==> config.mk <==
export PLATFORM = sky130hd
export DESIGN_NAME = sprite_compositor
export DESIGN_NICKNAME = d
export VERILOG_FILES = /design/src/rtl/sprite_compositor.sv
export SDC_FILE = /design/constraint.sdc
export NUM_CORES = 1
export LEC_CHECK = 0
export ABC_AREA = 1
export CORE_MARGIN = 3
export CORE_UTILIZATION = 51
export CTS_CLUSTER_DIAMETER = 40
export CTS_CLUSTER_SIZE = 24
export DETAILED_ROUTE_END_ITERATION = 8
export GPL_TIMING_DRIVEN = 0
export PLACE_DENSITY_LB_ADDON = 0.2
export SYNTH_ARGS = -nofsm -noshare
export SYNTH_HDL_FRONTEND = slang
export SYNTH_SLANG_ARGS = --single-unit
==> constraint.sdc <==
create_clock -name Clk -period 3.05 [get_ports Clk]
set_input_delay 0.7625 -clock Clk [delete_from_list [all_inputs] [get_ports Clk]]
set_output_delay 0.7625 -clock Clk [all_outputs]
set_load 0.02 [all_outputs]
==> src/rtl/sprite_compositor.sv <==
// sprite_compositor: N-channel sprite/background compositor with per-frame overlap detection and freeze/restart FSM.
// Optional macro SPR_MIRROR_EN enables per-channel horizontal mirroring via spr_flip.
module sprite_compositor #(
    parameter int NUM_SPR    = 2,
    parameter int SPR_W      = 72,
    parameter int SPR_H      = 105,
    parameter int CW         = 6,
    parameter int BG_SPLIT   = 320,
    parameter int BG_L       = 7,
    parameter int BG_R       = 8,
    parameter int FREEZE_FRM = 90
) (
    input  logic                  Clk,
    input  logic                  Reset,
    input  logic                  frame_clk,
    input  logic [9:0]            DrawX,
    input  logic [9:0]            DrawY,
    input  logic [NUM_SPR*10-1:0] spr_x,
    input  logic [NUM_SPR*10-1:0] spr_y,
    input  logic [NUM_SPR-1:0]    spr_en,
    input  logic [NUM_SPR-1:0]    spr_flip,
    output logic [NUM_SPR*7-1:0]  rom_row,
    output logic [NUM_SPR*7-1:0]  rom_col,
    input  logic [NUM_SPR*CW-1:0] rom_pix,
    output logic [CW-1:0]         color,
    output logic                  Freeze,
    output logic                  Restart,
    output logic                  collision
);
    localparam int FF  = (FREEZE_FRM < 1) ? 1 : FREEZE_FRM;
    localparam int FCW = $clog2(FF) + 1;

    typedef enum logic [1:0] {ST_RUN, ST_FREEZE, ST_RESTART} state_t;

    state_t               state, state_n;
    logic [FCW-1:0]       fcnt, fcnt_n;
    logic [NUM_SPR-1:0]   hit_d, hit_q, opaque;
    logic [NUM_SPR*7-1:0] row_d, col_d;
    logic [9:0]           drawx_q;
    logic [CW-1:0]        color_d;
    logic [7:0]           n_op;
    logic                 v0, frame_clk_d, fe, ovl, ovl_now, new_col;

    for (genvar g = 0; g < NUM_SPR; g++) begin : g_ch
        logic [9:0] x, y;
        logic [6:0] dx, dy;
        assign x  = spr_x[g*10 +: 10];
        assign y  = spr_y[g*10 +: 10];
        // Offsets are below 128 whenever the channel hits, so 7-bit differences suffice
        assign dx = DrawX[6:0] - x[6:0];
        assign dy = DrawY[6:0] - y[6:0];
        assign hit_d[g] = spr_en[g]
            && {1'b0, DrawX} >= {1'b0, x} && {1'b0, DrawX} < {1'b0, x} + 11'(SPR_W)
            && {1'b0, DrawY} >= {1'b0, y} && {1'b0, DrawY} < {1'b0, y} + 11'(SPR_H);
        assign row_d[g*7 +: 7] = hit_d[g] ? dy : 7'd0;
`ifdef SPR_MIRROR_EN
        assign col_d[g*7 +: 7] = hit_d[g] ? (spr_flip[g] ? 7'(SPR_W - 1) - dx : dx) : 7'd0;
`else
        assign col_d[g*7 +: 7] = hit_d[g] ? dx : 7'd0;
`endif
        assign opaque[g] = hit_q[g] && rom_pix[g*CW +: CW] != '0;
    end

`ifndef SPR_MIRROR_EN
    logic unused_flip;
    assign unused_flip = ^spr_flip;
`endif

    always_comb begin
        color_d = ({1'b0, drawx_q} < 11'(BG_SPLIT)) ? CW'(BG_L) : CW'(BG_R);
        n_op = '0;
        for (int i = NUM_SPR - 1; i >= 0; i--) begin
            color_d = opaque[i] ? rom_pix[i*CW +: CW] : color_d;
            n_op = n_op + 8'(opaque[i]);
        end
    end

    assign ovl_now = v0 && n_op >= 8'd2;
    assign fe      = frame_clk && !frame_clk_d;
    assign new_col = ovl || ovl_now;

    always_ff @(posedge Clk) begin
        if (Reset) begin
            hit_q       <= '0;
            rom_row     <= '0;
            rom_col     <= '0;
            drawx_q     <= '0;
            v0          <= 1'b0;
            color       <= CW'(BG_L);
            frame_clk_d <= 1'b0;
            ovl         <= 1'b0;
            collision   <= 1'b0;
        end else begin
            hit_q       <= hit_d;
            rom_row     <= row_d;
            rom_col     <= col_d;
            drawx_q     <= DrawX;
            v0          <= 1'b1;
            color       <= v0 ? color_d : color;
            frame_clk_d <= frame_clk;
            ovl         <= fe ? 1'b0 : new_col;
            collision   <= fe ? new_col : collision;
        end
    end

    always_ff @(posedge Clk) begin
        if (Reset) begin
            state <= ST_RUN;
            fcnt  <= '0;
        end else begin
            state <= state_n;
            fcnt  <= fcnt_n;
        end
    end

    always_comb begin
        state_n = state;
        fcnt_n  = fcnt;
        case (state)
            ST_RUN: begin
                state_n = (fe && new_col) ? ST_FREEZE : ST_RUN;
                fcnt_n  = (fe && new_col) ? FCW'(FF - 1) : fcnt;
            end
            ST_FREEZE: begin
                state_n = (fe && fcnt == '0) ? ST_RESTART : ST_FREEZE;
                fcnt_n  = (fe && fcnt != '0) ? fcnt - 1'b1 : fcnt;
            end
            default: state_n = ST_RUN;
        endcase
    end

    assign Freeze  = state == ST_FREEZE;
    assign Restart = state == ST_RESTART;
endmodule

**After elaboration in Yosys (flattened, before gate mapping)**

Cells that the tools add are included.

- Register bits: 60
- Input port bits: 79
- Output and inout bits: 37
- Word-level logic and storage cells: 76

- Add/sub/neg operators: 10
- Order comparisons: 10
- Equal/unequal tests: 4
- Mux-type cells: 10
- Bitwise logic cells: 2
- Reductions and logical operators: 27

Operator list:

| kind | number |
|---|---|
| adder 10 x 7 -> 11 bit, second input constant | 4 |
| < comparator 10 x 11 -> 1 bit | 4 |
| greater-or-equal comparator 10 bit | 4 |
| subtractor 7 bit | 4 |
| two-way mux 8 bit | 2 |
| case mux 8 bit (2 select lines) | 1 |
| logical AND 1 bit | 15 |
| two-way mux 6 bit | 2 |
| nonzero test 6 bit | 2 |
| < comparator 10 x 9 -> 1 bit, second input constant | 1 |
| zero test 8 bit | 1 |
| nonzero test 8 bit | 1 |
| subtractor 8 x 1 -> 8 bit, second input constant | 1 |
| OR reduction 2 bit | 3 |
| two-way mux 4 bit | 1 |
| case mux 2 bit (2 select lines) | 1 |
| AND reduction 3 bit | 1 |
| adder 1 x 1 -> 2 bit | 1 |
| == test 2 x 1 -> 1 bit, second input constant | 1 |
| == test 2 bit, second input constant | 1 |
| greater-or-equal comparator 2 bit, second input constant | 1 |
| zero test 2 bit | 1 |
| two-way mux 1 bit | 2 |
| two-way mux 2 bit | 1 |
| 6 further kinds | 7 |

**Logic depth before layout (Yosys ltp)**

- Depth in word-level cells: 9
- Depth in mapped cells: 19

**Worst setup path before layout**

Ideal clock, no wire load.

- Kind: input -> register
- Start point: input spr_y[0]
- End point: register rom_col[1]
- Arrival time: 2.502 ns
- Required time: 2.988 ns
- Slack: 0.486 ns
- Cell stages on the path: 19
- Cell sequence: ha_1 -> nand2_1 -> nand2_1 -> nand2_1 -> nand2_1 -> xor2_1 -> ha_1 -> nand2_1 -> inv_1 -> a21oi_1 -> nand2_1 -> nand2_1 -> nand2_1 -> nand2_1 -> nand2_1 -> nand2_1 -> nand3_2 -> buf_6 -> nor2_2

- Cells in the longest elaborated chain, start to end: 5
- Elaborated cells between the ends (all ways): 7

RTL lines:

| element | RTL line | source |
|---|---|---|
| start: declaration | 19 | `input logic [NUM_SPR*10-1:0] spr_y,` |
| adder 10 x 7 -> 11 bit / greater-or-equal comparator 10 bit (equally long branches) | 54 | `&& {1'b0, DrawY} >= {1'b0, y} && {1'b0, DrawY} < {1'b0, y} + 11'(SPR_H);` |
| < comparator 10 x 11 -> 1 bit / logical AND 1 bit (equally long branches) | 54 |  |
| logical AND 1 bit * | 54 |  |
| inverter 1 bit (no line) * | - |  |
| OR reduction 2 bit (no line) * | - |  |
| end signal: assignment | 96 | `rom_col <= col_d;` |
| end: declaration | 23 | `output logic [NUM_SPR*7-1:0] rom_col,` |

Every way passes the cells marked *; elsewhere a longest branch is shown, timed or not.
A chain may end at the register's enable or synchronous reset.

**Worst setup path in the final report**

- Start point: input spr_y[0]
- End point: register rom_col[6]

Same word-level chain as after synthesis.

==> summary.md <==
The flow ran to the end, and the final reports show no timing, DRC or antenna violations. Slowest cell on the critical path: ha_1. By instance count, the leading cell after synthesis is nand2_1.

The run gives 54 as the sink count of the clock tree. Walking the worst path, the cells encountered are dlygate4sd2_1 -> ha_1 -> nand2_1 -> nand2_1 -> nand2_2 -> nand2_1 -> xor2_1 -> ha_1 -> nand2_1 -> inv_1 -> a21oi_1 -> nand2_1 -> nand2_1 -> nand2_1 -> nand2_1 -> nand2_1 -> nand2_2 -> nand3_4 -> buf_8 -> nor2_2. The DRC violation total after the first TritonRoute iteration was 192; the die boundary height was 104 um.

The kind of start point of the critical path is an input port. The detailed router placed 4719 vias in this run. The top cell type by area accounts for 22.3% of the synthesized area. The clock passes through at most 2 buffers. In this run the worst hold path is classified as flop to flop. The highest achievable clock rate came out at 352 MHz. The largest area contributor in the synthesized netlist is dfxtp_1. Leakage power figure: 0.00323 uW.

For the worst setup path, the data required time is 3.30 ns. The tools report the final hold violation count as 0. The tools report the DRC violations left as 0. Dividing the detail-routed wire length by the instance count gives 12.7 um. The worst clock skew is 0.0140 ns, and the number of pins exceeding their max-slew limit in the final report is 0. Power spread over the standard cell area amounts to 308 nW/um^2. At the end of the flow, the number of nets in the layout was 975. The total global routing track utilization is 22.0%, and the hold buffer count at cts is 0. TritonCTS built the clock tree.

Setup repair after global routing left no endpoint under its margin. Sequential cells were found to cover 22.3% of the synthesized design area. The synthesized netlist net count is 856. The final standard cell utilization of the core was 69.9%. Synthesis handed over a netlist of 694 instances. In the final routing, the length of wire on met1 measures 5500 um. For this run, the slowest stage of the critical path takes 0.29 ns. Once routing completed, OpenROAD measured the worst setup slack at 0.210 ns. The top fanout value on the critical path works out to 10. The area of the core region was 8980 um^2; the I/O pin total was 116.

At the end of routability-driven placement, the weighted congestion stood at 0.941. The tools report the total length of routed wires as 11900 um. In the synthesized netlist the dominant register cell turns out to be dfxtp_1. The synthesized cell area came out at 4850 um^2.

The type of the worst setup path was input port to flop. Each instance of the synthesized netlist takes up on average 6.99 um^2. The met3 wire length is 836 um, and the area growth from synthesis to layout is 29.4%. The number of clock buffers inserted by TritonCTS was 5. The filler cells instantiated in the layout total 764. The count of state elements after synthesis was 54.

The highest metal layer with signal wires was met4. Among the stages of the critical path, the cell type that occurs most often is nand2_1. The via count of the first global-routing pass is 4580. Summed over all layers, the global routing overflow is 0.

The worst ir drop on vdd came out at 0.321 mV. The run gives 54.0% as the effective utilization at floorplan. Clock-pin slew was measured on the worst setup and hold paths at 0.09 ns. Overall power consumption after layout is estimated at 1940 uW. The run gives -0.461 ns as the minimum setup slack after placement. In this run the horizontal extent of the chip is 104 um.

Initial antenna violation count: 0. The worst-case headroom to the max-slew limit came out at 74.9%. The number of cells traversed by the worst register-to-register path is 12, and the final antenna diode count is 0.

The floorplan has 34 rows. The via-per-instance ratio was 5.02. The synthesized design contains 0 enable-type register cells.

Maximum number of pins on one net before global-route repair: 19. The count of synthesis-stage warnings from yosys is 0, and the count of max-cap constraint violations is 0. The floorplan step defined a die boundary enclosing 10700 um^2. The worst path in the final design needs a cycle of 2.84 ns, including I/O delays and setup. Setup violations remaining at the end of the flow were counted as 0. The detailed-routed wire length on met2 is 5450 um, and the cell depth of the worst min-delay path is 2. At the later pin of the worst-skew pair, clock insertion delay measures 0.31 ns. The post-route netlist has 7.25% of its cells at a drive strength greater than 1. Endpoint kind of the worst setup timing path: a flop. The number of nets with antenna violations after detailed routing is 0, and the number of search-and-repair iterations in the first detailed-routing pass is 4. By area the synthesized netlist is led by dfxtp_1 (22%), ha_1 (20%), nand2_1 (12%). The first global-routing pass estimated 20400 um of wire.

CTS placed an instance of clkbuf_8 at the clock tree root. The half-perimeter wire length after detailed placement is 10100 um, and the fraction of registers with async set or reset after synthesis is 0%. The final critical path takes up 93.1% of the cycle.

For the pin with the worst max-slew slack, the measured transition is 0.376 ns. Ranked by instance count, the synthesized netlist is headed by nand2_1 (156), inv_1 (115), ha_1 (79), nor2_1 (60), dfxtp_1 (54). After synthesis, the netlist uses 36 different library cells. The total number of H-tree levels is 2, and the count of buffers inserted at the top-level ports is 112. Arrival time reported for the critical path endpoint: 3.09 ns.
==> worst max-delay path: cells and delay by family <==
kind	cells	cell delay (ns)
compound gates	1	0.13
xor+xnor	1	0.14
fa+ha+maj	2	0.53
buf+inv	3	0.50
simple gates	13	1.01
==> stage by stage <==
step	TNS [ns]	hold WS [ns]	cells	area (um^2)
finish	0	0.492	940	6270
global placement	-8.55	0.456	932	6130
global route	0	0.524	940	6270
detailed placement	-10.47	0.475	932	6130
CTS	0	0.493	940	6250
floorplan	0	0.464	694	4850
==> what timing repair did <==
| item | CTS | global route |
|---|---|---|
| resized for setup | 7 | 8 |
| pin swaps | 0 | 1 |
| gates cloned | 0 | 0 |
| hold endpoints to repair | 0 | 0 |
| buffers inserted | 0 | 0 |
| setup endpoints to repair | 19 | 26 |
==> layout by cell type, fill, tap and decap left out, drive strengths merged, types with 5 or more instances in the layout <==
cell / n
ha: 79
nor2: 80
nand4: 11
o21ai: 13
clkdlybuf4s50: 104
a31oi: 5
clkbuf: 7
nand2: 160
a21oi: 48
nand3b: 5
nand3: 50
xnor2: 10
xor2: 31
inv: 125
dfxtp: 54
==> per-layer routing <==
metal / global-route usage, % / vias up
li1: - / 2447
met1: 29.3 / 2118
met2: 37.1 / 135
met3: 4.79 / 19
met4: 4.46 / 0
met5: 0 / -
==> final timing paths <==
kind                 start         end  slack (ns)
hold reg to reg   color[1]    color[1]        0.49
setup / recovery  spr_y[0]  rom_col[6]        0.21
setup reg to reg   fcnt[0]     fcnt[1]        1.20
hold / removal    color[1]    color[1]        0.49
==> state kept, by name (all words and copies together), names as in the netlist, 2 cells and up <==
register / count
color: 6
drawx_q: 4
fcnt: 8
hit_q: 2
rom_col: 14
rom_row: 14
state: 2
==> cell type report <==
class,instances,area (um^2),share of cell area (%)
inverter,125,469,7.48
buffer,5,48.8,0.778
clock buffer,5,68.8,1.10
tap,126,158,2.51
sequential,54,1080,17.2
timing repair buffer,112,1130,17.9
clock inverter,3,47.5,0.758
multi-input combinational,510,3280,52.2
==> power breakdown <==
| part | total [uW] | switching, uW | internal, uW | leakage, uW |
|---|---|---|---|---|
| Clock | 491 | 241 | 251 | 0.0000591 |
| Sequential | 725 | 5.05 | 720 | 0.000438 |
| Combinational | 719 | 399 | 320 | 0.00273 |
==> cells by family after synthesis <==
logic type                 count (synthesis)  share of synthesized area (%)
AOI/OAI and AO/OA                         76                           9.01
xor gates and xnor gates                  41                           7.41
adders and majority gates                 83                           22.0
buffers and inverters                    130                           10.6
DFF                                       54                           22.3
and+or+nand+nor                          310                           28.6
No activity file was read; power rests on OpenSTA's default activity.
